## src/rtl/avalon_wait_mem_pkg.sv

```systemverilog
// rtl/avalon_wait_mem_pkg.sv - shared types and constants for avalon_wait_mem
// Purpose: FSM state encoding, out-of-window read data, LFSR constants and step function.
package avalon_wait_mem_pkg;

  typedef enum logic {
    IDLE  = 1'b0,
    STALL = 1'b1
  } state_e;

  localparam logic [31:0] ERR_DATA = 32'hDEAD_BEEF;

  localparam int LFSR_W = 16;
  // Fibonacci taps 16,14,13,11 expressed as a mask over bits [15],[13],[12],[10].
  localparam logic [LFSR_W-1:0] LFSR_TAPS = 16'hB400;

  function automatic logic [LFSR_W-1:0] lfsr_step(input logic [LFSR_W-1:0] s);
    return {s[LFSR_W-2:0], ^(s & LFSR_TAPS)};
  endfunction

endpackage

```

## src/rtl/avalon_wait_mem_lfsr16.sv

```systemverilog
// rtl/avalon_wait_mem_lfsr16.sv - free-running 16-bit Fibonacci LFSR
// Purpose: pseudo-random source for extra stall cycles; advances every clock.
// Ports: clk, reset (async, active-high), lfsr_out (current LFSR state).
module lfsr16
  import avalon_wait_mem_pkg::*;
#(
  parameter logic [LFSR_W-1:0] SEED = 16'hACE1
) (
  input  logic              clk,
  input  logic              reset,
  output logic [LFSR_W-1:0] lfsr_out
);

  logic [LFSR_W-1:0] lfsr_q, lfsr_d;

  always_comb begin
    lfsr_d = lfsr_step(lfsr_q);
  end

  always_ff @(posedge clk or posedge reset) begin
    if (reset) begin
      lfsr_q <= SEED;
    end else begin
      lfsr_q <= lfsr_d;
    end
  end

  assign lfsr_out = lfsr_q;

endmodule

```

## src/rtl/avalon_wait_mem.sv

```systemverilog
// rtl/avalon_wait_mem.sv - Avalon-MM responder memory with programmable wait states
// Purpose: DEPTH x 32-bit memory at BASE_ADDR answering single-word reads/writes
//          through waitrequest, with fixed plus optional pseudo-random stalls.
// Ports: clk, reset (async, active-high);
//        avs_read, avs_write, avs_address, avs_writedata (command side);
//        avs_readdata, avs_waitrequest (response side);
//        rd_count, wr_count (wrapping), err_count (saturating).
module avalon_wait_mem
  import avalon_wait_mem_pkg::*;
#(
  parameter logic [31:0]       BASE_ADDR   = 32'h0000_0000,
  parameter int                ADDR_W      = 6,
  parameter int                WAIT_CYCLES = 2,
  parameter bit                RAND_STALL  = 1'b0,
  parameter logic [LFSR_W-1:0] LFSR_SEED   = 16'hACE1
) (
  input  logic        clk,
  input  logic        reset,
  input  logic        avs_read,
  input  logic        avs_write,
  input  logic [31:0] avs_address,
  input  logic [31:0] avs_writedata,
  output logic [31:0] avs_readdata,
  output logic        avs_waitrequest,
  output logic [15:0] rd_count,
  output logic [15:0] wr_count,
  output logic [7:0]  err_count
);

  localparam int DEPTH = 2 ** ADDR_W;

  state_e            state_q, state_d;
  logic [4:0]        cnt_q, cnt_d;
  logic [15:0]       rd_count_q, rd_count_d;
  logic [15:0]       wr_count_q, wr_count_d;
  logic [7:0]        err_count_q, err_count_d;
  logic [31:0]       mem_q [DEPTH];

  logic [LFSR_W-1:0] lfsr;
  logic              cmd, both, in_win, complete, stall, mem_we;
  logic [ADDR_W-1:0] idx;
  logic [4:0]        stall_t;
  logic              unused_bits;

  lfsr16 #(.SEED(LFSR_SEED)) u_lfsr (
    .clk      (clk),
    .reset    (reset),
    .lfsr_out (lfsr)
  );

  assign cmd     = avs_read | avs_write;
  assign both    = avs_read & avs_write;
  assign idx     = avs_address[ADDR_W+1:2];
  assign in_win  = (avs_address[31:ADDR_W+2] == BASE_ADDR[31:ADDR_W+2]);
  assign stall_t = 5'(WAIT_CYCLES) + (RAND_STALL ? {3'b000, lfsr[1:0]} : 5'd0);

  assign unused_bits = ^{lfsr[LFSR_W-1:2], avs_address[1:0]};

  // Stall handshake. An initiator dropping its command mid-stall aborts the
  // transfer without side effects; the next command pays a fresh stall.
  always_comb begin
    state_d  = state_q;
    cnt_d    = cnt_q;
    complete = 1'b0;
    stall    = 1'b0;
    unique case (state_q)
      IDLE: begin
        if (cmd) begin
          if (stall_t == 5'd0) begin
            complete = 1'b1;
          end else begin
            stall   = 1'b1;
            cnt_d   = stall_t - 5'd1;
            state_d = STALL;
          end
        end
      end
      STALL: begin
        if (!cmd) begin
          state_d = IDLE;
        end else if (cnt_q != 5'd0) begin
          stall = 1'b1;
          cnt_d = cnt_q - 5'd1;
        end else begin
          complete = 1'b1;
          state_d  = IDLE;
        end
      end
    endcase
  end

  // Simultaneous read+write is serviced as a write and also flagged as an error.
  always_comb begin
    rd_count_d  = rd_count_q;
    wr_count_d  = wr_count_q;
    err_count_d = err_count_q;
    mem_we      = 1'b0;
    if (complete) begin
      if (avs_write) begin
        if (in_win) begin
          mem_we     = 1'b1;
          wr_count_d = wr_count_q + 16'd1;
        end
      end else if (in_win) begin
        rd_count_d = rd_count_q + 16'd1;
      end
      if ((both || !in_win) && (err_count_q != 8'hFF)) begin
        err_count_d = err_count_q + 8'd1;
      end
    end
  end

  always_comb begin
    avs_readdata = '0;
    if (!reset && complete && avs_read && !avs_write) begin
      avs_readdata = in_win ? mem_q[idx] : ERR_DATA;
    end
  end

  assign avs_waitrequest = reset | stall;

  always_ff @(posedge clk or posedge reset) begin
    if (reset) begin
      state_q     <= IDLE;
      cnt_q       <= '0;
      rd_count_q  <= '0;
      wr_count_q  <= '0;
      err_count_q <= '0;
      for (int i = 0; i < DEPTH; i++) begin
        mem_q[i] <= '0;
      end
    end else begin
      state_q     <= state_d;
      cnt_q       <= cnt_d;
      rd_count_q  <= rd_count_d;
      wr_count_q  <= wr_count_d;
      err_count_q <= err_count_d;
      if (mem_we) begin
        mem_q[idx] <= avs_writedata;
      end
    end
  end

  assign rd_count  = rd_count_q;
  assign wr_count  = wr_count_q;
  assign err_count = err_count_q;

endmodule

```

## config.mk

```make
export PLATFORM = sky130hd
export DESIGN_NAME = avalon_wait_mem
export DESIGN_NICKNAME = d
export VERILOG_FILES = /design/src/rtl/avalon_wait_mem_pkg.sv /design/src/rtl/avalon_wait_mem_lfsr16.sv /design/src/rtl/avalon_wait_mem.sv
export SDC_FILE = /design/constraint.sdc
export NUM_CORES = 2
export LEC_CHECK = 0
export BUFFER_PORTS_ARGS = -buffer_cell sky130_fd_sc_hd__buf_2
export CORE_MARGIN = 5
export CORE_UTILIZATION = 55
export DETAILED_ROUTE_END_ITERATION = 12
export PLACE_DENSITY_LB_ADDON = 0.08
export SLEW_MARGIN = 15
export SYNTH_ARGS = -nofsm -noshare
export SYNTH_HDL_FRONTEND = slang
export SYNTH_SLANG_ARGS = --single-unit
```

## constraint.sdc

```tcl
create_clock -name clk -period 108.8 [get_ports clk]
set_input_delay 21.76 -clock clk [delete_from_list [all_inputs] [get_ports clk]]
set_output_delay 21.76 -clock clk [all_outputs]
set_load 0.02 [all_outputs]
```

Word-level counts from Yosys, hierarchy flattened
Cells that the tools add are included.
- memory bits (writable): 0
- bits in read-only memories: 0
- latch bits: 0
- bits of input ports: 68
- output and inout bits: 73
- memories: 0
- bits in registers: 2094
- shifts and indexed selects: 0
- $add $sub $neg: 4
- reductions and logical operators: 15
- divide/modulo/power cells: 0
- muxes and demuxes: 22
- $mul: 0
- magnitude comparators: 2
- bitwise operators: 6
- eq/ne operators: 4
- operators by type and width (kind ; number):
    bitwise mux 2048 bit ; 1
    binary-select mux 32 bit (select 6 bit) ; 1
    demux 32 bit (select 6 bit) ; 1
    2-to-1 mux 32 bit ; 5
    adder 16 x 1 -> 16 bit (second input constant) ; 2
    zero test 24 bit ; 1
    2-to-1 mux 5 bit ; 3
    one-hot mux 5 bit (2 select lines) ; 1
    AND reduction 3 bit ; 3
    adder 8 x 1 -> 8 bit (second input constant) ; 1
    2-to-1 mux 1 bit ; 8
    != test 8 bit (second input constant) ; 1
    greater-or-equal comparator 7 bit (second input constant) ; 1
    less-than comparator 7 x 1 -> 1 bit (second input constant) ; 1
    inverter 6 -> 7 bit ; 1
    logical AND 1 bit ; 5
    nonzero test 5 bit ; 1
    subtractor 5 x 1 -> 5 bit (second input constant) ; 1
    != test 2 x 1 -> 1 bit (second input constant) ; 2
    one-hot mux 1 bit (2 select lines) ; 2
    zero test 1 bit ; 3
    != test 2 bit (second input constant) ; 1
    inverter 1 bit ; 2
    OR 1 bit ; 2
    3 further kinds ; 3

Depth between registers and ports, before layout
- depth after elaboration: 8
- gate-level depth with buffers: 11

Least setup slack after synthesis
No wires, ideal clock.
- path type: in2out
- start: in reset
- end: out avs_waitrequest
- stages: 2
- setup slack: 14650 ps
- buffers on the path: 0
- data arrival time: 72390 ps
- cell sequence: inv_1 nand2_1
- word-level cells in the longest chain between the ends: 1
- RTL lines (element ; line ; source):
    from (decl) ; avalon_wait_mem.sv:18 ; input logic reset,
    OR 1 bit ; avalon_wait_mem.sv:120 ; assign avs_waitrequest = reset | stall;
    to (decl) ; avalon_wait_mem.sv:24 ; output logic avs_waitrequest,
No other way between the ends.

Worst setup path in the final report
- start: in avs_address[3]
- end: out avs_readdata[28]
- word-level cells in the longest chain between the ends: 6
- RTL lines (element ; line ; source):
    from (decl) ; avalon_wait_mem.sv:21 ; input logic [31:0] avs_address,
    inverter 6 -> 7 bit (not written as such) ; avalon_wait_mem.sv:116 ; avs_readdata = in_win ? mem_q[idx] : ERR_DATA;
    binary-select mux 32 bit (select 6 bit) ; avalon_wait_mem.sv:116 ;
    2-to-1 mux 32 bit (not written as such) (2 in series) ; avalon_wait_mem.sv:116 ;
    2-to-1 mux 32 bit ; avalon_wait_mem.sv:116 ;
    2-to-1 mux 32 bit ; avalon_wait_mem.sv:115 ; if (!reset && complete && avs_read && !avs_write) begin
    to (decl) ; avalon_wait_mem.sv:23 ; output logic [31:0] avs_readdata,
No other way between the ends. The select of a mux whose other input is x is not followed.

==> impl_results.md <==
* I/O Buffers at 138
* Register area at 52400 sq um
* Synthesized cell area at 95130 sq um
* Clk sink count at 2094
* Crit-path slowest cell: o21ai_0
* Maxcap violations at 0
* Synth top area share at 55.08%
* Fraction of layout cells with a size suffix above 1 at 43.83%
* Hold Fails Final Rpt at 0
* DR WL/cell at 35.41 um
* Crit Path Category: input pin to primary output
* Top area cells in the synthesized netlist: dfrtp_1 (55%), mux2_2 (25%), mux4_2 (2.8%)
* Post-synth top area cell: dfrtp_1
* Critical Path End Type: primary output
* Synth warn at 0
* Final clock skew at 0.03296 ns
* WP data arrival at 27.93 ns
* DRC at 0
* Die Y at 425.9 um
* Syn Inst Count at 6855
* Synthesis-stage register bit count at 2094
* Vias per inst at 6.864
* Setup TNS at 0 ns
* Multiplexer area fraction after synthesis at 31.73%
* Synth-to-Final Area Change at 10.59%
* Final worst-path cycle share at 45.68%
* Initial antenna violation count at 10
* Final setup viols at 0
* Vias at 63067
* First-pass GRT wire length at 470100 um
* Vias in the first global route at 63687
* Async set-reset flop share out of synthesis at 100.0%
* Cts bufs inserted at 217
* Outcome: completed
* Placer Congestion at 0.8514
* CTS H-tree lvls at 4
* Total grt overflow at 0
* R2R Setup Slk at 104.36 ns
* Main combinational cell family by area after synthesis: multiplexers
* Number of flops mapped to enable cells by yosys at 0
* Adder-Cell Fraction of Synth Area at 0.05261%
* Avg Inst Size Synth at 13.88 sq um
* Worst hold margin at 0.4694 ns
* Max incr delay on CP at 0.92 ns
* Pin count of the biggest net entering global routing at 168
* Worst Path Max Fanout at 50
* Die X at 425.9 um
* Family with the most delay on the worst path: buffers and inverters
* Fin crit period at 49.69 ns
* Hold-fix buffers at CTS at 0
* Buffers and inverters on the worst path at 7
* Max clock buf depth at 3
* Fmax at 20.12 MHz
* Floorplan row count at 152
* Initial core utilization at 55.39%
* Clock latency on the worst-skew pair at 0.86 ns
* Measured slew at the worst slew-check pin at 1.309 ns
* Drt initial violations at 6713
* Post-CTS Setup Bufs at 0
* Seq/Total Area, Yosys at 55.08%
* Core Footprint at 171700 sq um
* Syn_nets at 6927
* Crit start category: input pin
* DIE AREA at 181400 sq um
* Post-layout net count at 6765
* Root buffer cell: clkbuf_16
* Post_cts resized at 0
* Pre-CTS WS at 59.25 ns
* Critical path cell sequence: buf_8 > buf_4 > buf_4 > buf_4 > buf_4 > and2_4 > buf_4 > a221oi_1 > o21ai_0 > a41oi_1 > buf_2
* Final Util at 61.26%
* CTS tree: done
* Areal power density over the cells at 15.44 nW/um^2
* Min-delay worst type: register to register
* I/O pin count at 141
* Most used cell along the critical path: buf_4
* DP Wirelength at 183800 um
* Reg clk slew, reported paths at 0.06 ns
* Headroom to the max-slew limit at 12.74%
* Main synth FF type: dfrtp_1
* Fill cells at 13420
* RSZ-0062 raised after global routing: false
* Synth Area in XOR/XNOR at 0.3407%
* Final WL at 325400 um
* Post-Synth Simple-Gate Area at 2.085%
* Routed Antenna Nets at 0
* Static Leak at 0.05241 uW
* Final Power at 1624 uW
* Setup ws final at 59.11 ns
* Multi-input logic area at 40300 sq um
* Post-synth cell types at 67
* Total GRT Usage at 35.90%
* Worst Path Required at 87.04 ns
* Post-synthesis compound-gate area fraction at 7.642%
* Fin. max-slew vios at 0
* Worst vdd ir at 0.00001563 V
* DRT Pass-1 Iters at 9
==> final cells by class <==
type	instances	area share [%]
sequential	2094	49.81
clock buffer	349	6.317
inverter	7	0.04401
multi-input combinational	4025	38.30
timing repair buffer	348	2.325
tap	2310	2.747
clock inverter	46	0.4317
antenna	9	0.02141
==> worst reg2reg max path, stage by stage, from the launching register on <==
cell,delay [ns]
dfrtp_1,0.40
inv_1,0.07
ha_1,0.18
nor4b_1,0.46
nand3_1,0.20
nor3_4,0.19
buf_12,0.46
nand3_2,1.32
buf_4,0.65
mux2_2,0.39
==> placed cells by master, fill, tap and decap left out, types with 68 or more instances in the layout <==
| master | n |
|---|---|
| nor2_1 | 95 |
| a22oi_1 | 140 |
| buf_4 | 200 |
| o22ai_1 | 101 |
| mux2_2 | 2110 |
| clkbuf_16 | 224 |
| clkbuf_1 | 68 |
| o21ai_0 | 116 |
| mux2_1 | 138 |
| dfrtp_1 | 2094 |
| buf_2 | 132 |
| nand2_1 | 117 |
| mux4_2 | 119 |
| mux2i_1 | 219 |
| a21oi_1 | 110 |
| a221oi_1 | 268 |
==> through the flow <==
stage / cells / instance area, sq um
3_5_place_dp: 8782 / 98040
3_3_place_gp: 8782 / 98040
6_report: 9188 / 105200
2_1_floorplan: 6855 / 95130
4_1_cts: 9177 / 105100
5_1_grt: 9180 / 105200
==> cell families after synthesis <==
kind of cell / after synthesis
mux: 2586
flops: 2094
compound gates: 978
buf+inv: 736
simple gates: 420
xor+xnor: 37
fa+ha+maj: 4
==> layer usage <==
metal | vias up | global-route usage (%) | share of wire [%] | wire [um]
li1 | 25272 | - | - | -
met1 | 34184 | 50.14 | 41 | 134100
met2 | 2842 | 54.61 | 45 | 146600
met3 | 761 | 7.933 | 8.7 | 28260
met4 | 8 | 15.38 | 5.0 | 16380
met5 | - | 0 | 0.017 | 54
==> report_power, final <==
part | switching, uW | leakage, uW | internal (uW)
logic | 77.2 | 0.0196 | 18.7
registers | 1.64 | 0.0293 | 780
clock network | 315 | 0.00351 | 431
==> registers in the layout (all words and copies together), names as in the netlist <==
name,flops
wr_count,16
rd_count,16
cnt_q,5
mem_q,2048
state_q,1
err_count,8
==> worst paths after layout <==
path	start	to	cells past startpoint
worst max-delay path	avs_address[3]	avs_readdata[28]	11
worst min-delay path	wr_count[15]$_DFFE_PP0P_	wr_count[15]$_DFFE_PP0P_	1
worst max register to register	cnt_q[0]$_DFFE_PP0P_	mem_q[435]$_DFFE_PP0P_	9
worst min register to register	wr_count[15]$_DFFE_PP0P_	wr_count[15]$_DFFE_PP0P_	1
max in group asynchronous	reset	mem_q[680]$_DFFE_PP0P_	8
min in group asynchronous	reset	mem_q[439]$_DFFE_PP0P_	2
==> synth_stat cells (4+ instances only) <==
library cell	number
o22ai_1	101
o2bb2ai_1	20
a222oi_1	10
a21oi_1	110
dfrtp_1	2094
mux4_2	119
o221ai_1	13
nand2_1	117
buf_1	173
o22a_1	19
xnor2_1	29
a32oi_1	11
o21ai_0	117
a22oi_1	140
and4_1	8
nor2_1	106
clkbuf_1	440
xor2_1	8
ha_1	4
a311oi_1	4
a211oi_1	8
or2_2	7
a221o_1	41
o211ai_1	7
inv_1	5
a31oi_1	26
a2bb2oi_1	4
mux2_1	138
and3_1	19
a22o_1	37
nor2b_1	8
a221oi_1	268
nand2b_1	9
nand3_1	91
mux2i_1	219
o31a_1	8
nand4_1	12
o21a_1	6
mux2_2	2110
and2_1	8
nor3_1	14
buf_2	114
nor4_1	8
Power figures use the tool's default switching activity.
